$ cat config.mk
export PLATFORM = sky130hd
export DESIGN_NAME = hazard_fwd_unit
export DESIGN_NICKNAME = d
export VERILOG_FILES = /design/src/rtl/hazard_fwd_unit.sv
export SDC_FILE = /design/constraint.sdc
export NUM_CORES = 1
export LEC_CHECK = 0
export CAP_MARGIN = 5
export CORE_ASPECT_RATIO = 1.1
export CORE_MARGIN = 10
export CORE_UTILIZATION = 47
export DETAILED_ROUTE_END_ITERATION = 6
export PLACE_DENSITY = 0.84
export SETUP_SLACK_MARGIN = 0.3
export SYNTH_ARGS = -nofsm -noshare
export SYNTH_HDL_FRONTEND = slang
export SYNTH_SLANG_ARGS = --single-unit
$ cat constraint.sdc
create_clock -name clk -period 3.02 [get_ports clk]
set_input_delay 0.302 -clock clk [delete_from_list [all_inputs] [get_ports clk]]
set_output_delay 0.302 -clock clk [all_outputs]
set_load 0.02 [all_outputs]
$ cat src/rtl/hazard_fwd_unit.sv
// hazard_fwd_unit
//   Hazard detection and forwarding controller for the 5-stage MIPS pipeline.
//   Keeps shadow EX/MEM/WB scoreboard entries alongside the datapath pipeline
//   registers and derives, combinationally from them and the ID instruction:
//     - ALU operand forward selects (00 regfile, 01 MEM ALU result, 10 WB data)
//     - a one-cycle load-use stall of PC and IF/ID with a bubble into ID/EX
//     - squash of younger instructions on a taken branch/jump resolved in EX
//
// Ports
//   clk, rst          clock; synchronous active-high reset
//   id_*              decoded ID instruction (valid, sources, use flags,
//                     write enable, destination, load flag)
//   ex_redirect       taken branch/jump in EX this cycle
//   stall, ex_bubble  hold PC/IF-ID, load NOP into ID/EX
//   flush             squash IF/ID (plus ID/EX when BR_FLUSH = 2)
//   fwd_a, fwd_b      ALU operand forward selects
//   stall_cnt         load-use stall cycles (HAZARD_PERF_EN builds only)
//   flush_cnt         redirects taken       (HAZARD_PERF_EN builds only)
//
// Build option
//   HAZARD_PERF_EN    define to build the saturating performance counters;
//                     otherwise both counter ports are tied to zero.

module hazard_fwd_unit #(
   parameter int unsigned DIR_SIZE_INTERNAL = 5,
   parameter int unsigned BR_FLUSH          = 2,
   parameter int unsigned CNT_WIDTH         = 16
) (
   input  logic                         clk,
   input  logic                         rst,
   input  logic                         id_valid,
   input  logic [DIR_SIZE_INTERNAL-1:0] id_rs,
   input  logic [DIR_SIZE_INTERNAL-1:0] id_rt,
   input  logic                         id_use_rs,
   input  logic                         id_use_rt,
   input  logic                         id_wr_en,
   input  logic [DIR_SIZE_INTERNAL-1:0] id_dest,
   input  logic                         id_is_load,
   input  logic                         ex_redirect,
   output logic                         stall,
   output logic                         ex_bubble,
   output logic                         flush,
   output logic [1:0]                   fwd_a,
   output logic [1:0]                   fwd_b,
   output logic [CNT_WIDTH-1:0]         stall_cnt,
   output logic [CNT_WIDTH-1:0]         flush_cnt
);

   localparam logic [1:0] ST_RUN      = 2'd0;
   localparam logic [1:0] ST_LU_STALL = 2'd1;
   localparam logic [1:0] ST_FLUSH    = 2'd2;

   // With a single-slot branch shadow the instruction in ID survives the
   // redirect (delay slot); with two slots it is squashed too.
   localparam logic SQUASH_ID = (BR_FLUSH >= 2);

   logic [1:0] state_q, state_d;

   // EX entry
   logic                         ex_valid_q, ex_valid_d;
   logic                         ex_wr_en_q, ex_wr_en_d;
   logic                         ex_is_load_q, ex_is_load_d;
   logic                         ex_use_rs_q, ex_use_rs_d;
   logic                         ex_use_rt_q, ex_use_rt_d;
   logic [DIR_SIZE_INTERNAL-1:0] ex_dest_q, ex_dest_d;
   logic [DIR_SIZE_INTERNAL-1:0] ex_rs_q, ex_rs_d;
   logic [DIR_SIZE_INTERNAL-1:0] ex_rt_q, ex_rt_d;
   // MEM entry
   logic                         mem_valid_q, mem_valid_d;
   logic                         mem_wr_en_q, mem_wr_en_d;
   logic                         mem_is_load_q, mem_is_load_d;
   logic [DIR_SIZE_INTERNAL-1:0] mem_dest_q, mem_dest_d;
   // WB entry
   logic                         wb_valid_q, wb_valid_d;
   logic                         wb_wr_en_q, wb_wr_en_d;
   logic [DIR_SIZE_INTERNAL-1:0] wb_dest_q, wb_dest_d;

   logic load_use, in_flush, flush_int, stall_int, squash_id, ex_take;
   logic mem_hit_a, mem_hit_b, wb_hit_a, wb_hit_b;
   logic load_fwd_hazard;

   always_comb begin
      load_use  = id_valid && ex_valid_q && ex_is_load_q && (ex_dest_q != '0) &&
                  ((id_use_rs && (id_rs == ex_dest_q)) ||
                   (id_use_rt && (id_rt == ex_dest_q)));
      in_flush  = (state_q == ST_FLUSH);
      // Redirect outranks load-use: the stalled consumer is being squashed.
      flush_int = !rst && (ex_redirect || in_flush);
      stall_int = !rst && load_use && !flush_int;
      squash_id = (ex_redirect && SQUASH_ID) || in_flush;
      ex_take   = id_valid && !stall_int && !squash_id;
   end

   assign stall     = stall_int;
   assign ex_bubble = stall_int;
   assign flush     = flush_int;

   // FLUSH only covers the extra shadow cycle, so with BR_FLUSH = 1 a
   // redirect returns straight to RUN.
   always_comb begin
      state_d = ST_RUN;
      if (ex_redirect)
         state_d = SQUASH_ID ? ST_FLUSH : ST_RUN;
      else if ((state_q == ST_RUN) && load_use)
         state_d = ST_LU_STALL;
   end

   always_comb begin
      ex_valid_d   = ex_take;
      ex_wr_en_d   = id_wr_en;
      ex_is_load_d = id_is_load;
      ex_use_rs_d  = id_use_rs;
      ex_use_rt_d  = id_use_rt;
      ex_dest_d    = id_dest;
      ex_rs_d      = id_rs;
      ex_rt_d      = id_rt;

      mem_valid_d   = ex_valid_q;
      mem_wr_en_d   = ex_wr_en_q;
      mem_is_load_d = ex_is_load_q;
      mem_dest_d    = ex_dest_q;

      wb_valid_d = mem_valid_q;
      wb_wr_en_d = mem_wr_en_q;
      wb_dest_d  = mem_dest_q;
   end

   always_ff @(posedge clk) begin
      if (rst) begin
         state_q       <= ST_RUN;
         ex_valid_q    <= 1'b0;
         ex_wr_en_q    <= 1'b0;
         ex_is_load_q  <= 1'b0;
         ex_use_rs_q   <= 1'b0;
         ex_use_rt_q   <= 1'b0;
         ex_dest_q     <= '0;
         ex_rs_q       <= '0;
         ex_rt_q       <= '0;
         mem_valid_q   <= 1'b0;
         mem_wr_en_q   <= 1'b0;
         mem_is_load_q <= 1'b0;
         mem_dest_q    <= '0;
         wb_valid_q    <= 1'b0;
         wb_wr_en_q    <= 1'b0;
         wb_dest_q     <= '0;
      end else begin
         state_q       <= state_d;
         ex_valid_q    <= ex_valid_d;
         ex_wr_en_q    <= ex_wr_en_d;
         ex_is_load_q  <= ex_is_load_d;
         ex_use_rs_q   <= ex_use_rs_d;
         ex_use_rt_q   <= ex_use_rt_d;
         ex_dest_q     <= ex_dest_d;
         ex_rs_q       <= ex_rs_d;
         ex_rt_q       <= ex_rt_d;
         mem_valid_q   <= mem_valid_d;
         mem_wr_en_q   <= mem_wr_en_d;
         mem_is_load_q <= mem_is_load_d;
         mem_dest_q    <= mem_dest_d;
         wb_valid_q    <= wb_valid_d;
         wb_wr_en_q    <= wb_wr_en_d;
         wb_dest_q     <= wb_dest_d;
      end
   end

   // Forwarding: register 0 never matches; MEM outranks WB (newest value).
   always_comb begin
      mem_hit_a = mem_valid_q && mem_wr_en_q && (mem_dest_q != '0) && (mem_dest_q == ex_rs_q);
      mem_hit_b = mem_valid_q && mem_wr_en_q && (mem_dest_q != '0) && (mem_dest_q == ex_rt_q);
      wb_hit_a  = wb_valid_q && wb_wr_en_q && (wb_dest_q != '0) && (wb_dest_q == ex_rs_q);
      wb_hit_b  = wb_valid_q && wb_wr_en_q && (wb_dest_q != '0) && (wb_dest_q == ex_rt_q);

      fwd_a = 2'b00;
      if (!rst && ex_valid_q && ex_use_rs_q) begin
         if (mem_hit_a && !mem_is_load_q) fwd_a = 2'b01;
         else if (wb_hit_a)               fwd_a = 2'b10;
      end
      fwd_b = 2'b00;
      if (!rst && ex_valid_q && ex_use_rt_q) begin
         if (mem_hit_b && !mem_is_load_q) fwd_b = 2'b01;
         else if (wb_hit_b)               fwd_b = 2'b10;
      end

      // A load still in MEM cannot supply data; the load-use stall keeps
      // its consumer out of EX, so this should never be seen.
      load_fwd_hazard = ex_valid_q && mem_is_load_q &&
                        ((ex_use_rs_q && mem_hit_a) || (ex_use_rt_q && mem_hit_b));
   end

`ifndef SYNTHESIS
   assert property (@(posedge clk) disable iff (rst) !load_fwd_hazard);
`endif

`ifdef HAZARD_PERF_EN
   logic [CNT_WIDTH-1:0] stall_cnt_q, stall_cnt_d;
   logic [CNT_WIDTH-1:0] flush_cnt_q, flush_cnt_d;
   logic                 flush_prev_q, flush_prev_d;

   // Counters saturate at all-ones; flush_cnt counts rising edges of flush.
   always_comb begin
      stall_cnt_d  = stall_cnt_q;
      flush_cnt_d  = flush_cnt_q;
      flush_prev_d = flush_int;
      if (stall_int && (stall_cnt_q != '1))
         stall_cnt_d = stall_cnt_q + CNT_WIDTH'(1);
      if (flush_int && !flush_prev_q && (flush_cnt_q != '1))
         flush_cnt_d = flush_cnt_q + CNT_WIDTH'(1);
   end

   always_ff @(posedge clk) begin
      if (rst) begin
         stall_cnt_q  <= '0;
         flush_cnt_q  <= '0;
         flush_prev_q <= 1'b0;
      end else begin
         stall_cnt_q  <= stall_cnt_d;
         flush_cnt_q  <= flush_cnt_d;
         flush_prev_q <= flush_prev_d;
      end
   end

   assign stall_cnt = stall_cnt_q;
   assign flush_cnt = flush_cnt_q;
`else
   assign stall_cnt = '0;
   assign flush_cnt = '0;
`endif

endmodule

==> impl_metrics.tcl, run 1 <==
set metrics [dict create \
    outcome "completed" \
    avgRoutedWirePerCell_um 12.77 \
    power_uw 915.7 \
    vias 1101 \
    layout.nets 226 \
    grt_usage_pct 10.19 \
    final_antenna_net_count 0 \
    crit_path_cell_trace "or4_1 > o2111ai_2 > nor4_1 > and3_1 > clkdlybuf4s50_1" \
    cts.reportedPaths.clkPinSlew_ps 100 \
    port_buffers 29 \
    start_util_pct 49.78 \
    synth_area_per_cell_um2 9.879 \
    die_h_um 83.06 \
    first_iter_violations 37 \
    drv_cap 0 \
    yosys_warnings 0 \
    synthAdderAreaFrac_pct 0 \
    path_class "flip-flop to primary output" \
    cts_root_buf "clkbuf_4" \
    final_hold_viol_count 0 \
    num_rows 22 \
    skew_ps 12.35 \
    path_buf_inv 1 \
    yosysTopAreaCell "dfxtp_1" \
    p_leak_uw 0.0008807 \
    power.density_cell_area_nw_per_um2 463.5 \
    synth-simple-area-share_pct 21.13 \
    grt_use_met1_pct 9.631 \
    core_um2 3413 \
    routed_via_density 4.386 \
    ios 62 \
    layout_common_cells "dfxtp_1 (37), nor2b_1 (34), conb_1 (32)" \
    end_kind "primary output" \
    instances_no_fill 251 \
    drc 0 \
    cts-hold-fix-buffers 0 \
    synthXorXnorAreaFrac_pct 15.46 \
    clock_path_buffers 2 \
    clk_latency_ps 330 \
    critical_path_arrival_ps 2290 \
    overflow 0 \
    syn_inst 172 \
    areaGrowthSynthToFinish_pct 16.27 \
    worst-path-max-fanout 4 \
    slowest_delay_ps 570 \
    die_area_um2 6423 \
    cp.required_ps 2720 \
    ys_types 26 \
    busiest_layer "met2" \
    max_freq_ghz 0.3854 \
    start_kind "flip-flop" \
    synth.area.top_cells "dfxtp_1 (44%), buf_4 (15%), nor2b_1 (13%)" \
    preCtsSetupSlack_ps 399.5 \
    use_met3_pct 8.944 \
    antenna_found_initial 0 \
    fin_util_pct 57.88 \
    synth_top_area_share_pct 43.59 \
    slew_violations 0 \
    grt_pass1_vias 1185 \
    synthMuxAreaShare_pct 0 \
    grt_start_max_net_pins 37 \
    dr.pass1.iters 4 \
    hold_path.class "flip-flop to flip-flop" \
    layout_min_cycle_time_ps 2595 \
    rsz0062_at_grt "no" \
    antenna_cells 0 \
    setup_ws_ps 425.4 \
    cts_tree "yes" \
    grt_pass1_wl_mm 5.223 \
    place_congestion 0.8538 \
    synth_top_family_by_area "simple AND/OR/NAND/NOR gates" \
    met2_usage_pct 14.30 \
    wirelength_mm 3.206 \
    ys_seq_area_share_pct 43.59 \
    dp_hpwl_mm 2.600 \
    synth_seq_cells 37 \
    cts_buffers 5 \
    cts.sinks 37 \
    cp_top_family "simple AND/OR/NAND/NOR gates" \
    synth_area_um2 1699 \
    fin_setup_tns_ps 0 \
    htree_levels 2 \
    drive_above_1_share_pct 5.419 \
    slowest_stage "or4_1" \
    synth_compound_area_share_pct 3.461 \
    dp.cells 244 \
    final_common_cell "dfxtp_1" \
    setup_viol 0 \
    finalCritPeriodShare_pct 85.92 \
    peakVddDrop_uv 284.3 \
    die_w_um 77.33 \
]
-- state kept, by name (all words and copies together), names as in the netlist, 2 cells and up --
signal      flops
ex_dest_q       5
mem_dest_q      5
ex_rt_q         5
wb_dest_q       5
state_q         2
ex_rs_q         5
-- path summary, 6_finish.rpt --
check / start / to / slack [ps] / depth (start not counted)
setup / recovery: mem_dest_q[1] / fwd_a[0] / 430 / 5
hold / removal: ex_wr_en_q / mem_wr_en_q / 450 / 1
setup reg to reg: ex_dest_q[1] / ex_valid_q / 1540 / 3
hold reg to reg: ex_wr_en_q / mem_wr_en_q / 450 / 1
-- repair_timing --
| action | in CTS | in global routing |
|---|---|---|
| setup endpoints to repair | 3 | 3 |
| gates cloned | 0 | 0 |
| resized for setup | 3 | 4 |
| buffers inserted | 0 | 0 |
-- cells by family (layout without fill, tap and decap cells) --
| kind of cell | count (synthesis) | after routing |
|---|---|---|
| AOI/OAI and AO/OA | 7 | 7 |
| xor gates and xnor gates | 30 | 30 |
| buffers and inverters | 40 | 40 |
| DFF | 37 | 37 |
| other | 1 | 32 |
| and+or+nand+nor | 57 | 57 |
-- power breakdown --
part / switching [uW] / leakage (uW) / internal, uW
clock network: 143 / 0.0000314 / 110
registers: 18.5 / 0.000305 / 509
logic: 75.6 / 0.000544 / 59.9
-- worst register-to-register path: stages (launching register included) --
cell and delay, ps:
dfxtp_1 360, or4_1 540, o2111ai_1 320, o2111a_1 220
-- layout make-up --
| class | instances | area, um2 |
|---|---|---|
| inverters | 3 | 11.26 |
| clock buffers | 7 | 55.05 |
| fillers | 304 | 1438 |
| flip-flops and latches | 37 | 740.7 |
| multi-input cells | 126 | 809.5 |
| repair buffers | 30 | 299.0 |
| well taps | 48 | 60.06 |
-- metal layers --
layer / up-vias / part of all wire [%] / routed length (um)
li1: 556 / - / -
met1: 470 / 38 / 1218
met2: 66 / 42 / 1334
met3: 9 / 17 / 560
met4: 0 / 2.9 / 92
met5: - / 0 / 0
-- cell usage after synthesis (all sizes together) --
cell / n
dfxtp: 37
clkbuf: 4
nand3: 1
xor2: 20
nor4: 6
nor2: 1
nor3: 3
inv: 3
o2111ai: 2
o211ai: 1
xnor2: 10
o31a: 1
buf: 33
a32oi: 1
and2: 1
conb: 1
o2111a: 1
or3: 1
a21oi: 1
nor2b: 35
nand4: 2
and3: 1
nand2: 2
or4: 4
-- stage by stage --
| stage | hold slack, ps | instance area [um2] |
|---|---|---|
| 2_1_floorplan | 413.8 | 1815 |
| 3_3_place_gp | 422.0 | 1911 |
| 3_5_place_dp | 424.6 | 1911 |
| 4_1_cts | 447.6 | 1962 |
| 5_1_grt | 464.8 | 1976 |
| 6_report | 445.1 | 1976 |
Note: power is estimated with default switching activity, not from simulation.
==> run 2: changes to the inputs <==
CORE_UTILIZATION = 40   (was 47)
PLACE_DENSITY = 0.73   (was 0.84)
==> impl_metrics.tcl, run 2 (synthesized netlist as in run 1, its figures left out) <==
set metrics [dict create \
    crit_start "mem_dest_q[1]" \
    finalCritPeriodShare_pct 86.20 \
    grt_usage_pct 9.052 \
    start_util_pct 42.23 \
    cts_root_buf "clkbuf_8" \
    placedInstanceArea_um2 1916 \
    skew_ps 5.562 \
    ff2ff_setup_slack_ps 1530 \
    worstHoldPathCells 1 \
    antenna_found_initial 0 \
    fin_setup_tns_ps 0 \
    outcome "completed" \
    drc 0 \
    die_w_um 82.14 \
    antenna_cells 0 \
    dr.pass1.iters 4 \
    min_to "mem_wr_en_q" \
    slowest_stage "or4_1" \
    end_kind "primary output" \
    fin_area_um2 2043 \
    path_buf_inv 1 \
    wirelength_mm 3.249 \
    areaGrowthSynthToFinish_pct 20.25 \
    start_kind "flip-flop" \
    routed_via_density 4.266 \
    first_iter_violations 11 \
    power.density_cell_area_nw_per_um2 540.2 \
    drv_cap 0 \
    dp_hpwl_mm 2.605 \
    layout.nets 226 \
    hold_path.class "flip-flop to flip-flop" \
    clock_path_buffers 2 \
    layout_common_cells "dfxtp_1 (37), nor2b_1 (35), conb_1 (32)" \
    grt_pass1_vias 1117 \
    avgRoutedWirePerCell_um 12.69 \
    rsz0062_at_grt "no" \
    path_class "flip-flop to primary output" \
    crit_cells 5 \
    num_rows 24 \
    cts_tree "yes" \
    cts-hold-fix-buffers 0 \
    die_h_um 88.36 \
    overflow 0 \
    die_area_um2 7257 \
    hp-start "ex_wr_en_q" \
    cts_buffers 5 \
    final_antenna_net_count 0 \
    slew_violations 0 \
    drive_above_1_share_pct 5.882 \
    crit_path_cell_trace "or4_1 > o2111ai_2 > nor4_1 > and3_1 > clkdlybuf4s50_1" \
    cp.required_ps 2720 \
    cts.reportedPaths.clkPinSlew_ps 70 \
    slowest_delay_ps 590 \
    worst-path-max-fanout 4 \
    critical_path_arrival_ps 2300 \
    vias 1092 \
    reg2reg_from "ex_dest_q[1]" \
    ios 62 \
    htree_levels 2 \
    cts.sinks 37 \
    core_um2 4024 \
    layout_min_cycle_time_ps 2603 \
    p_leak_uw 0.0009067 \
    peakVddDrop_uv 379.5 \
    max_freq_ghz 0.3841 \
    final_hold_viol_count 0 \
    place_congestion 0.8058 \
    ff2ff_path_depth 3 \
    grt_pass1_wl_mm 4.947 \
    port_buffers 29 \
    r2r_end "ex_valid_q" \
    clk_latency_ps 290 \
    fin_util_pct 50.78 \
    final_common_cell "dfxtp_1" \
    grt_start_max_net_pins 37 \
    setup_viol 0 \
    cp_top_family "simple AND/OR/NAND/NOR gates" \
]
==> run 2: cell types whose count changed in the layout (fill, tap and decap cells not counted) <==
cell        change
clkbuf_8        +5
clkbuf_4        -5
clkinvlp_4      +1
clkbuf_1        -1
bufinv_16       +1
nor2b_1         +1
nor2b_2         -1
==> run 2: worst max-delay path by stage <==
stage                endpoint  slack [ps]
floorplan               stall        1000
global placement    ex_bubble         400
detailed placement      stall         360
CTS                  fwd_a[0]         350
global route         fwd_a[0]         310
finish               fwd_a[0]         420
==> run 2: cell type report <==
class / count / area [um2]
Clock buffer: 6 / 82.58
Fill cell: 396 / 1981
Multi-Input combinational cell: 126 / 807.0
Inverter: 3 / 11.26
Clock inverter: 2 / 37.54
Tap cell: 52 / 65.06
Sequential cell: 37 / 740.7
Timing Repair Buffer: 30 / 299.0
==> run 2: through the flow <==
stage	total power, uW	std cells	hold slack [ps]	setup slack, ps
after global placement	669.6	248	420.3	400.3
after CTS	1112	256	445.1	351.6
after detailed placement	671.2	248	427.3	360.5
after global routing	1155	256	474.2	306.6
final	1104	256	442.0	416.8
after floorplan	655.1	203	413.8	1000
==> run 2: repair_timing <==
action | CTS | global route
setup buffers | 0 | 0
resized for setup | 3 | 3
setup endpoints to repair | 3 | 3
gates cloned | 0 | 0
==> run 2: power by group <==
part	leakage, uW	internal (uW)	switching, uW
Sequential	0.000305	509	18.0
Clock	0.0000574	268	173
Combinational	0.000544	59.8	75.7
==> run 2: layer usage <==
metal / up-vias / share of wire, % / track usage, %
met5: - / 0 / 0
met4: 0 / 3.8 / 7.895
met3: 10 / 17 / 5.071
met2: 63 / 44 / 13.91
met1: 464 / 36 / 8.543
li1: 555 / - / -
==> run 3: changes to the inputs <==
PLACE_DENSITY = unset   (was 0.73)
PLACE_DENSITY_LB_ADDON = 0.3   (was unset)
==> impl_metrics.tcl, run 3 (synthesized netlist as in run 1, its figures left out) <==
set metrics [dict create \
    outcome "completed" \
    dp_hpwl_mm 2.668 \
    cts_buffers 5 \
    ios 62 \
    fin_area_um2 2008 \
    path_class "flip-flop to primary output" \
    drive_above_1_share_pct 4.390 \
    die_area_um2 7257 \
    crit_path_cell_trace "or4_1 > o2111ai_1 > nor4_1 > and3_1 > clkdlybuf4s50_1" \
    drc 0 \
    cts_setup_buffers 0 \
    grt_start_max_net_pins 37 \
    power.density_cell_area_nw_per_um2 489.1 \
    start_util_pct 42.23 \
    num_rows 24 \
    die_h_um 88.36 \
    finalCritPeriodShare_pct 86.54 \
    cts.sinks 37 \
    crit_start "mem_dest_q[1]" \
    dp.cells 249 \
    final_hold_viol_count 0 \
    place_congestion 0.8490 \
    die_w_um 82.14 \
    reg2reg_from "ex_dest_q[1]" \
    slowest_delay_ps 560 \
    instances_no_fill 257 \
    slew_violations 0 \
    worst-path-max-fanout 4 \
    clock_path_buffers 2 \
    skew_ps 1.312 \
    final_common_cell "dfxtp_1" \
    cts_tree "yes" \
    wirelength_mm 3.203 \
    cts.reportedPaths.clkPinSlew_ps 60 \
    fin_setup_tns_ps 0 \
    hp-start "ex_wr_en_q" \
    avgRoutedWirePerCell_um 12.46 \
    fin_util_pct 49.91 \
    placedInstanceArea_um2 1923 \
    start_kind "flip-flop" \
    slowest_stage "or4_1" \
    peakVddDrop_uv 330.8 \
    path_buf_inv 1 \
    antenna_cells 0 \
    layout_min_cycle_time_ps 2613 \
    setup_viol 0 \
    antenna_found_initial 0 \
    rsz0062_at_grt "no" \
    drv_cap 0 \
    layout_common_cells "dfxtp_1 (37), nor2b_1 (35), conb_1 (32)" \
    grt_pass1_vias 1137 \
    critical_path_arrival_ps 2310 \
    dr.pass1.iters 3 \
    cp.required_ps 2720 \
    p_leak_uw 0.0009080 \
    cp_top_family "simple AND/OR/NAND/NOR gates" \
    grt_pass1_wl_mm 4.995 \
    layout.nets 227 \
    final_antenna_net_count 0 \
    cts-hold-fix-buffers 0 \
    port_buffers 29 \
    routed_via_density 4.245 \
    overflow 0 \
    core_um2 4024 \
    areaGrowthSynthToFinish_pct 18.19 \
    fillers 394 \
    cts_root_buf "clkbuf_8" \
    grt_usage_pct 9.188 \
    clk_latency_ps 290 \
    max_freq_ghz 0.3826 \
    vias 1091 \
    end_kind "primary output" \
    first_iter_violations 27 \
    htree_levels 2 \
    hold_path.class "flip-flop to flip-flop" \
]
run 3: worst paths after layout:
check	endpoint	slack (ps)	cells after the start
setup / recovery	fwd_a[0]	410	5
hold / removal	mem_wr_en_q	440	1
setup reg to reg	ex_valid_q	1570	3
hold reg to reg	mem_wr_en_q	440	1
run 3: final cells by class:
cell class              instances  area, um2  area share (%)
repair buffers                 31      310.3           15.45
clock buffers                   8      80.08           3.988
well taps                      52      65.06           3.240
multi-input cells             126      800.8           39.88
flip-flops and latches         37      740.7           36.88
inverters                       3      11.26          0.5607
run 3: metal layers:
| metal | routed length [um] | vias up | part of all wire [%] | track usage (%) |
|---|---|---|---|---|
| li1 | - | 559 | - | - |
| met4 | 142 | 0 | 4.4 | 6.811 |
| met2 | 1369 | 58 | 43 | 14.76 |
| met3 | 519 | 15 | 16 | 5.274 |
| met1 | 1172 | 459 | 37 | 8.519 |
| met5 | 0 | - | 0 | 0 |
run 3: through the flow:
step           total power (uW)  worst slack [ps]  hold WS, ps
6_report                  982.2             406.6        441.6
3_3_place_gp              670.9             398.3        421.5
4_1_cts                   995.4             301.3        449.0
2_1_floorplan             655.1              1000        413.8
3_5_place_dp              671.7             342.9        432.8
5_1_grt                    1032             313.2        482.0
run 3: what timing repair did:
action | CTS | global route
setup endpoints to repair | 2 | 3
gates resized for setup | 2 | 3
pin swaps | 0 | 0
run 3: power by group:
part | internal [uW] | switching [uW] | total [uW] | leakage, uW
clock network | 164 | 157 | 320 | 0.0000395
logic | 60.1 | 74.4 | 134 | 0.000563
registers | 509 | 18.1 | 528 | 0.000305
